<file path="src/rtl/riscv_pkg.sv">
// Shared types for the iBus/dBus arbiter: request source tags and access sizes.
// Pure definitions; no timing or flow control of its own.
package riscv_pkg;

   typedef enum logic {SRC_IBUS, SRC_DBUS} bus_src_e;

   typedef enum logic [1:0] {SZ_B, SZ_H, SZ_W} access_size_e;

   // A command expects a response unless it is a dBus store.
   function automatic logic is_read(input bus_src_e src, input logic wr);
      return (src == SRC_IBUS) || !wr;
   endfunction

endpackage

</file>
<file path="src/rtl/riscv_src_fifo.sv">
// 1-bit source FIFO: push/pop take effect on the clock edge, head is combinational (0-cycle read).
// A push into a full FIFO is taken only when a pop happens in the same cycle; a pop of an empty FIFO is ignored.
module riscv_src_fifo #(
   parameter int DEPTH = 4
) (
   input  logic clk,
   input  logic rstf,
   input  logic push,
   input  logic push_dat,
   input  logic pop,
   output logic full,
   output logic empty,
   output logic head
);

   localparam int AW = $clog2(DEPTH);

   logic [AW:0]      wr_ptr;
   logic [AW:0]      rd_ptr;
   logic [DEPTH-1:0] store;
   logic             do_push;
   logic             do_pop;

   // Extra pointer MSB tells full from empty when the index bits match.
   assign empty   = (wr_ptr == rd_ptr);
   assign full    = (wr_ptr[AW] != rd_ptr[AW]) && (wr_ptr[AW-1:0] == rd_ptr[AW-1:0]);
   assign do_pop  = pop && !empty;
   assign do_push = push && (!full || do_pop);
   assign head    = store[rd_ptr[AW-1:0]];

   always_ff @(posedge clk or negedge rstf) begin
      if (!rstf) begin
         wr_ptr <= '0;
         rd_ptr <= '0;
         store  <= '0;
      end else begin
         if (do_push) begin
            store[wr_ptr[AW-1:0]] <= push_dat;
            wr_ptr                <= wr_ptr + (AW+1)'(1);
         end
         if (do_pop) begin
            rd_ptr <= rd_ptr + (AW+1)'(1);
         end
      end
   end

endmodule

</file>
<file path="src/rtl/riscv_bus_arbiter.sv">
// Shares one memory port between iBus and dBus; commands pass combinationally, responses return 1 cycle after mem_rsp_valid.
// A stalled command is locked until mem_cmd_ready; reads stall while MAX_OUTSTANDING are in flight.
module riscv_bus_arbiter
   import riscv_pkg::*;
#(
   parameter int MAX_OUTSTANDING = 4,
   parameter int STARVE_LIMIT    = 3,
   parameter int ADDR_W          = 32
) (
   input  logic              clk,
   input  logic              rstf,
   input  logic              iBus_cmd_valid,
   output logic              iBus_cmd_ready,
   input  logic [ADDR_W-1:0] iBus_cmd_payload_pc,
   output logic              iBus_rsp_ready,
   output logic              iBus_rsp_err,
   output logic [31:0]       iBus_rsp_inst,
   input  logic              dBus_cmd_valid,
   output logic              dBus_cmd_ready,
   input  logic              dBus_cmd_payload_wr,
   input  logic [ADDR_W-1:0] dBus_cmd_payload_address,
   input  logic [31:0]       dBus_cmd_payload_data,
   input  logic [1:0]        dBus_cmd_payload_size,
   output logic              dBus_rsp_ready,
   output logic              dBus_rsp_err,
   output logic [31:0]       dBus_rsp_data,
   output logic              mem_cmd_valid,
   input  logic              mem_cmd_ready,
   output logic              mem_cmd_payload_wr,
   output logic [ADDR_W-1:0] mem_cmd_payload_address,
   output logic [31:0]       mem_cmd_payload_data,
   output logic [1:0]        mem_cmd_payload_size,
   input  logic              mem_rsp_valid,
   input  logic [31:0]       mem_rsp_data,
   input  logic              mem_rsp_err
);

   localparam int SW = $clog2(STARVE_LIMIT + 1);

   logic          lock_vld;
   bus_src_e      lock_src;
   logic [SW-1:0] starve_cnt;

   logic          fifo_full;
   logic          fifo_empty;
   logic          fifo_head;

   logic          rsp_pop;
   logic          can_read;
   logic          i_elig;
   logic          d_elig;
   logic          gnt_vld;
   bus_src_e      gnt_src;
   logic          cmd_hs;
   logic          fifo_push;

   // A full FIFO still takes a read when a response frees a slot this cycle.
   assign rsp_pop  = mem_rsp_valid && !fifo_empty;
   assign can_read = !fifo_full || rsp_pop;
   assign i_elig   = iBus_cmd_valid && can_read;
   assign d_elig   = dBus_cmd_valid && (dBus_cmd_payload_wr || can_read);

   always_comb begin
      gnt_vld = 1'b0;
      gnt_src = SRC_DBUS;
      if (lock_vld) begin
         gnt_vld = 1'b1;
         gnt_src = lock_src;
      end else if (i_elig && (starve_cnt == SW'(STARVE_LIMIT))) begin
         gnt_vld = 1'b1;
         gnt_src = SRC_IBUS;
      end else if (d_elig) begin
         gnt_vld = 1'b1;
         gnt_src = SRC_DBUS;
      end else if (i_elig) begin
         gnt_vld = 1'b1;
         gnt_src = SRC_IBUS;
      end
   end

   assign mem_cmd_valid  = rstf && gnt_vld;
   assign cmd_hs         = mem_cmd_valid && mem_cmd_ready;
   assign iBus_cmd_ready = cmd_hs && (gnt_src == SRC_IBUS);
   assign dBus_cmd_ready = cmd_hs && (gnt_src == SRC_DBUS);
   assign fifo_push      = cmd_hs && is_read(gnt_src, dBus_cmd_payload_wr);

   // Payload is forced to zero while reset is held so nothing leaks to memory.
   always_comb begin
      mem_cmd_payload_wr      = 1'b0;
      mem_cmd_payload_address = '0;
      mem_cmd_payload_data    = '0;
      mem_cmd_payload_size    = '0;
      if (rstf) begin
         if (gnt_src == SRC_IBUS) begin
            mem_cmd_payload_address = iBus_cmd_payload_pc;
            mem_cmd_payload_size    = SZ_W;
         end else begin
            mem_cmd_payload_wr      = dBus_cmd_payload_wr;
            mem_cmd_payload_address = dBus_cmd_payload_address;
            mem_cmd_payload_data    = dBus_cmd_payload_data;
            mem_cmd_payload_size    = dBus_cmd_payload_size;
         end
      end
   end

   always_ff @(posedge clk or negedge rstf) begin
      if (!rstf) begin
         lock_vld <= 1'b0;
         lock_src <= SRC_IBUS;
      end else begin
         lock_vld <= mem_cmd_valid && !mem_cmd_ready;
         lock_src <= gnt_src;
      end
   end

   // Counts dBus wins while iBus waits; saturates so the forced iBus grant persists until taken.
   always_ff @(posedge clk or negedge rstf) begin
      if (!rstf) begin
         starve_cnt <= '0;
      end else if (!iBus_cmd_valid) begin
         starve_cnt <= '0;
      end else if (cmd_hs && (gnt_src == SRC_IBUS)) begin
         starve_cnt <= '0;
      end else if (cmd_hs && (starve_cnt != SW'(STARVE_LIMIT))) begin
         starve_cnt <= starve_cnt + SW'(1);
      end
   end

   riscv_src_fifo #(
      .DEPTH (MAX_OUTSTANDING)
   ) u_src_fifo (
      .clk      (clk),
      .rstf     (rstf),
      .push     (fifo_push),
      .push_dat (gnt_src == SRC_DBUS),
      .pop      (rsp_pop),
      .full     (fifo_full),
      .empty    (fifo_empty),
      .head     (fifo_head)
   );

   always_ff @(posedge clk or negedge rstf) begin
      if (!rstf) begin
         iBus_rsp_ready <= 1'b0;
         iBus_rsp_err   <= 1'b0;
         iBus_rsp_inst  <= '0;
         dBus_rsp_ready <= 1'b0;
         dBus_rsp_err   <= 1'b0;
         dBus_rsp_data  <= '0;
      end else begin
         iBus_rsp_ready <= rsp_pop && !fifo_head;
         dBus_rsp_ready <= rsp_pop && fifo_head;
         if (rsp_pop && !fifo_head) begin
            iBus_rsp_inst <= mem_rsp_data;
            iBus_rsp_err  <= mem_rsp_err;
         end
         if (rsp_pop && fifo_head) begin
            dBus_rsp_data <= mem_rsp_data;
            dBus_rsp_err  <= mem_rsp_err;
         end
      end
   end

   // Simulation-only: a response with nothing outstanding is dropped by the logic above.
   rsp_without_read: assert property (@(posedge clk) disable iff (!rstf)
      !(mem_rsp_valid && fifo_empty));

endmodule

</file>
<file path="config.mk">
export PLATFORM = sky130hd
export DESIGN_NAME = riscv_bus_arbiter
export DESIGN_NICKNAME = d
export VERILOG_FILES = /design/src/rtl/riscv_pkg.sv /design/src/rtl/riscv_src_fifo.sv /design/src/rtl/riscv_bus_arbiter.sv
export SDC_FILE = /design/constraint.sdc
export NUM_CORES = 1
export LEC_CHECK = 0
export CORE_AREA = 2 2 106 108
export DETAILED_ROUTE_END_ITERATION = 16
export DIE_AREA = 0 0 108 110
export HOLD_SLACK_MARGIN = 0.15
export MAX_ROUTING_LAYER = met4
export PLACE_DENSITY = 0.86
export SYNTH_ARGS = -nofsm -noshare
export SYNTH_HDL_FRONTEND = slang
export SYNTH_SLANG_ARGS = --single-unit
</file>
<file path="constraint.sdc">
create_clock -name clk -period 4.2 [get_ports clk]
set_input_delay 0.84 -clock clk [delete_from_list [all_inputs] [get_ports clk]]
set_output_delay 0.84 -clock clk [all_outputs]
set_load 0.02 [all_outputs]
</file>
==> results <==
## synth_stat cells, types with 2 or more instances
cell type,instances,area (um^2)
and3_1,36,225
buf_2,3,15.0
ha_1,6,75.1
nor2_1,2,7.51
a32o_1,2,20.0
dfrtp_1,82,2050
nand2_1,70,263
buf_4,11,82.6
a21boi_0,16,120
xnor2_1,4,35.0
a31oi_1,9,56.3
mux2_2,67,754
a21boi_1,16,120
inv_1,7,26.3
xor2_1,2,17.5
clkbuf_1,10,37.5
inv_2,2,7.51
## through the flow
step                setup WS [ps]  hold WS (ps)  area, um^2
floorplan                    1080           464        4110
global placement              275           478        6990
global route                 75.3           480        7190
CTS                           219           450        7190
detailed placement            236           487        6990
finish                        206           475        7190
## layout make-up
| cell class | instances | area [um^2] |
|---|---|---|
| Clock buffer | 11 | 141 |
| Clock inverter | 5 | 62.6 |
| Fill cell | 797 | 3510 |
| Inverter | 9 | 33.8 |
| Multi-Input combinational cell | 248 | 1900 |
| Sequential cell | 82 | 2050 |
| Tap cell | 140 | 175 |
| Timing Repair Buffer | 282 | 2830 |
## sequential cells by signal, indices dropped and copies added (netlist names), 2 cells and up
| register | count |
|---|---|
| starve_cnt | 2 |
| u_src_fifo.rd_ptr | 3 |
| u_src_fifo.store | 4 |
| u_src_fifo.wr_ptr | 3 |
| dBus_rsp_data | 32 |
| iBus_rsp_inst | 32 |
## worst min-delay path by stage
stage	start	end	slack (ps)
after detailed placement	u_src_fifo.wr_ptr[2]$_DFFE_PN0P_	u_src_fifo.wr_ptr[2]$_DFFE_PN0P_	490
after floorplan	u_src_fifo.rd_ptr[2]$_DFFE_PN0P_	u_src_fifo.rd_ptr[2]$_DFFE_PN0P_	460
after global placement	starve_cnt[1]$_DFFE_PN0P_	starve_cnt[1]$_DFFE_PN0P_	480
final	rstf	starve_cnt[1]$_DFFE_PN0P_	470
after CTS	rstf	starve_cnt[1]$_DFFE_PN0P_	450
after global routing	rstf	starve_cnt[1]$_DFFE_PN0P_	480
## critical path, stage by stage
cell	delay, ps
clkdlybuf4s50_1	510
inv_1	60
o21ai_0	320
o31ai_4	110
inv_2	100
buf_12	230
nand2_1	90
a21boi_0	200
clkdlybuf4s50_1	640
## power by group through the flow
stage	Sequential, mW	Clock (mW)	Combinational (mW)
2_1_floorplan	1.82	0	1.10
3_3_place_gp	1.40	0	2.62
3_5_place_dp	1.45	0	2.70
4_1_cts	1.43	0.594	2.70
5_1_grt	1.47	0.626	2.85
6_report	1.43	0.577	2.68
## kinds of logic (layout without fill, tap and decap cells)
| family | Yosys count | in the layout | share of synthesized area |
|---|---|---|---|
| compound gates | 51 | 51 | 0.0964 |
| xor+xnor | 7 | 7 | 0.0167 |
| fa+ha+maj | 6 | 6 | 0.0182 |
| buf+inv | 33 | 307 | 0.0411 |
| flops | 82 | 82 | 0.499 |
| mux | 68 | 68 | 0.190 |
| simple gates | 116 | 116 | 0.139 |
## metal layers
metal  part of all wire  wire, um  up-vias  track usage
met5                  0         0        -            -
met4              0.034       480        0       0.0833
met3              0.081      1160       27       0.0635
met2               0.51      7230      208        0.424
met1               0.38      5400     1857        0.269
li1                   -         -     1803            -
==> summary.md <==
| Metric | Value |
|---|---|
| Outcome | complete, no violations |
| Clk network pwr share | 0.123 |
| Mapped Cells | 363 |
| Post-synth EDFFs | 0 |
| CTS tree | built |
| Min Tclk post-route | 3990 ps |
| Critical Path Source Type | input port |
| Remaining DRCs | 0 |
| Setup Fix Bufs, Post-CTS | 0 |
| GP Congestion | 0.891 |
| Routed vias | 3895 |
| Die area | 0.0119 mm^2 |
| Min-delay worst type | input port to async pin |
| DP Cell Count | 761 |
| Internal Power | 2.89 mW |
| Setup violators final | 0 |
| Core area | 0.0107 mm^2 |
| Die width | 108 um |
| Initial core utilization | 0.385 |
| Longest Clk Path Bufs | 2 |
| Largest net degree at the start of global routing | 67 |
| H-Tree Depth | 3 |
| Worst Setup SP | dBus_cmd_valid |
| Clock Tree Root | clkbuf_8 |
| Hold Fails Final Rpt | 0 |
| Layout Cells excl Fill | 777 |
| Nets | 776 |
| Later-pin clock latency in the skew report | 350 ps |
| Asr flop ratio synth | 1.00 |
| IO buf count | 275 |
| IO Count | 276 |
| Netlist Area Pre-Place | 0.00411 mm^2 |
| Layout area overhead | 74.8% |
| Power per cell area | 651 mW/mm^2 |
| Routed Antenna Nets | 0 |
| CP Class | input port to output pin |
| Reg-to-reg endpoint | iBus_rsp_inst[24]$_DFFE_PN0P_ |
| Fin util | 0.672 |
| CTS clk-pin slew, worst paths | 90 ps |
| Worst-Margin Slew | 979 ps |
| GRT overflow | 0 |
| Total CTS buffers | 9 |
| Final Skew | 11.8 ps |
| Yosys warns | 0 |
| WL final | 14300 um |
| First-pass GRT wire length | 21100 um |
| Slew headroom | 0.346 |
| Syn_nets | 507 |
| Syn_area_per_cell | 11.3 um^2 |
| Commonest cells after routing, fill and taps aside | clkdlybuf4s50_1 (274), dfrtp_1 (82), nand2_1 (70) |
| CP Data Arrival Time | 3150 ps |
| Die Ht | 110 um |
| Vias in the first global route | 3956 |
| NetSw | 1.79 mW |
| N_diodes | 0 |
| Worst setup endpoint | mem_cmd_payload_address[23] |
| Lkg Pwr | 3.04 nW |
| Max-slew violations | 0 |
| Cts hold-fix bufs | 0 |
| Avg WL per Cell | 18.4 um |
| Unrepaired setup endpoints after global routing | no |
| Worst r2r src | u_src_fifo.rd_ptr[0]$_DFFE_PN0P_ |
| R2r setup slk | 1730 ps |
| Switching portion of total power | 0.382 |
| Number of max-cap violations | 0 |
| Register bit total from synthesis | 82 |
| Fmax | 250 MHz |
| Maximum vdd drop | 0.434 mV |
| Layout cell share with drive strength beyond 1 | 0.157 |
| Vias/cell | 5.01 |
| CTS sink count | 82 |
| Setup TNS | 0 ps |
| Final period util | 0.951 |
| Hpwl dp | 11300 um |
| Distinct cells, synth | 35 |
| TritonRoute pass-1 iters | 4 |
| Post-CTS sizing | 0 |
| DRT iter0 DRCs | 136 |
| Reg2reg path depth | 3 |
| Max FO, Critical Path | 66 |
| Worst endpoint required time | 3360 ps |
| Register area share after synthesis | 0.499 |
| Most used flip-flop cell after synthesis | dfrtp_1 |
| Tot GR Track Use | 0.242 |
| Commonest non-fill, non-tap cell in the layout | clkdlybuf4s50_1 |
| Power Total | 4.68 mW |
| CP endpoint kind | output pin |
| Initial antenna violation count | 0 |
| Sequential Power Share | 0.305 |
| Cell Rows | 38 |
| Power share of the combinational group | 0.572 |
(Power assumes the default switching activity.)
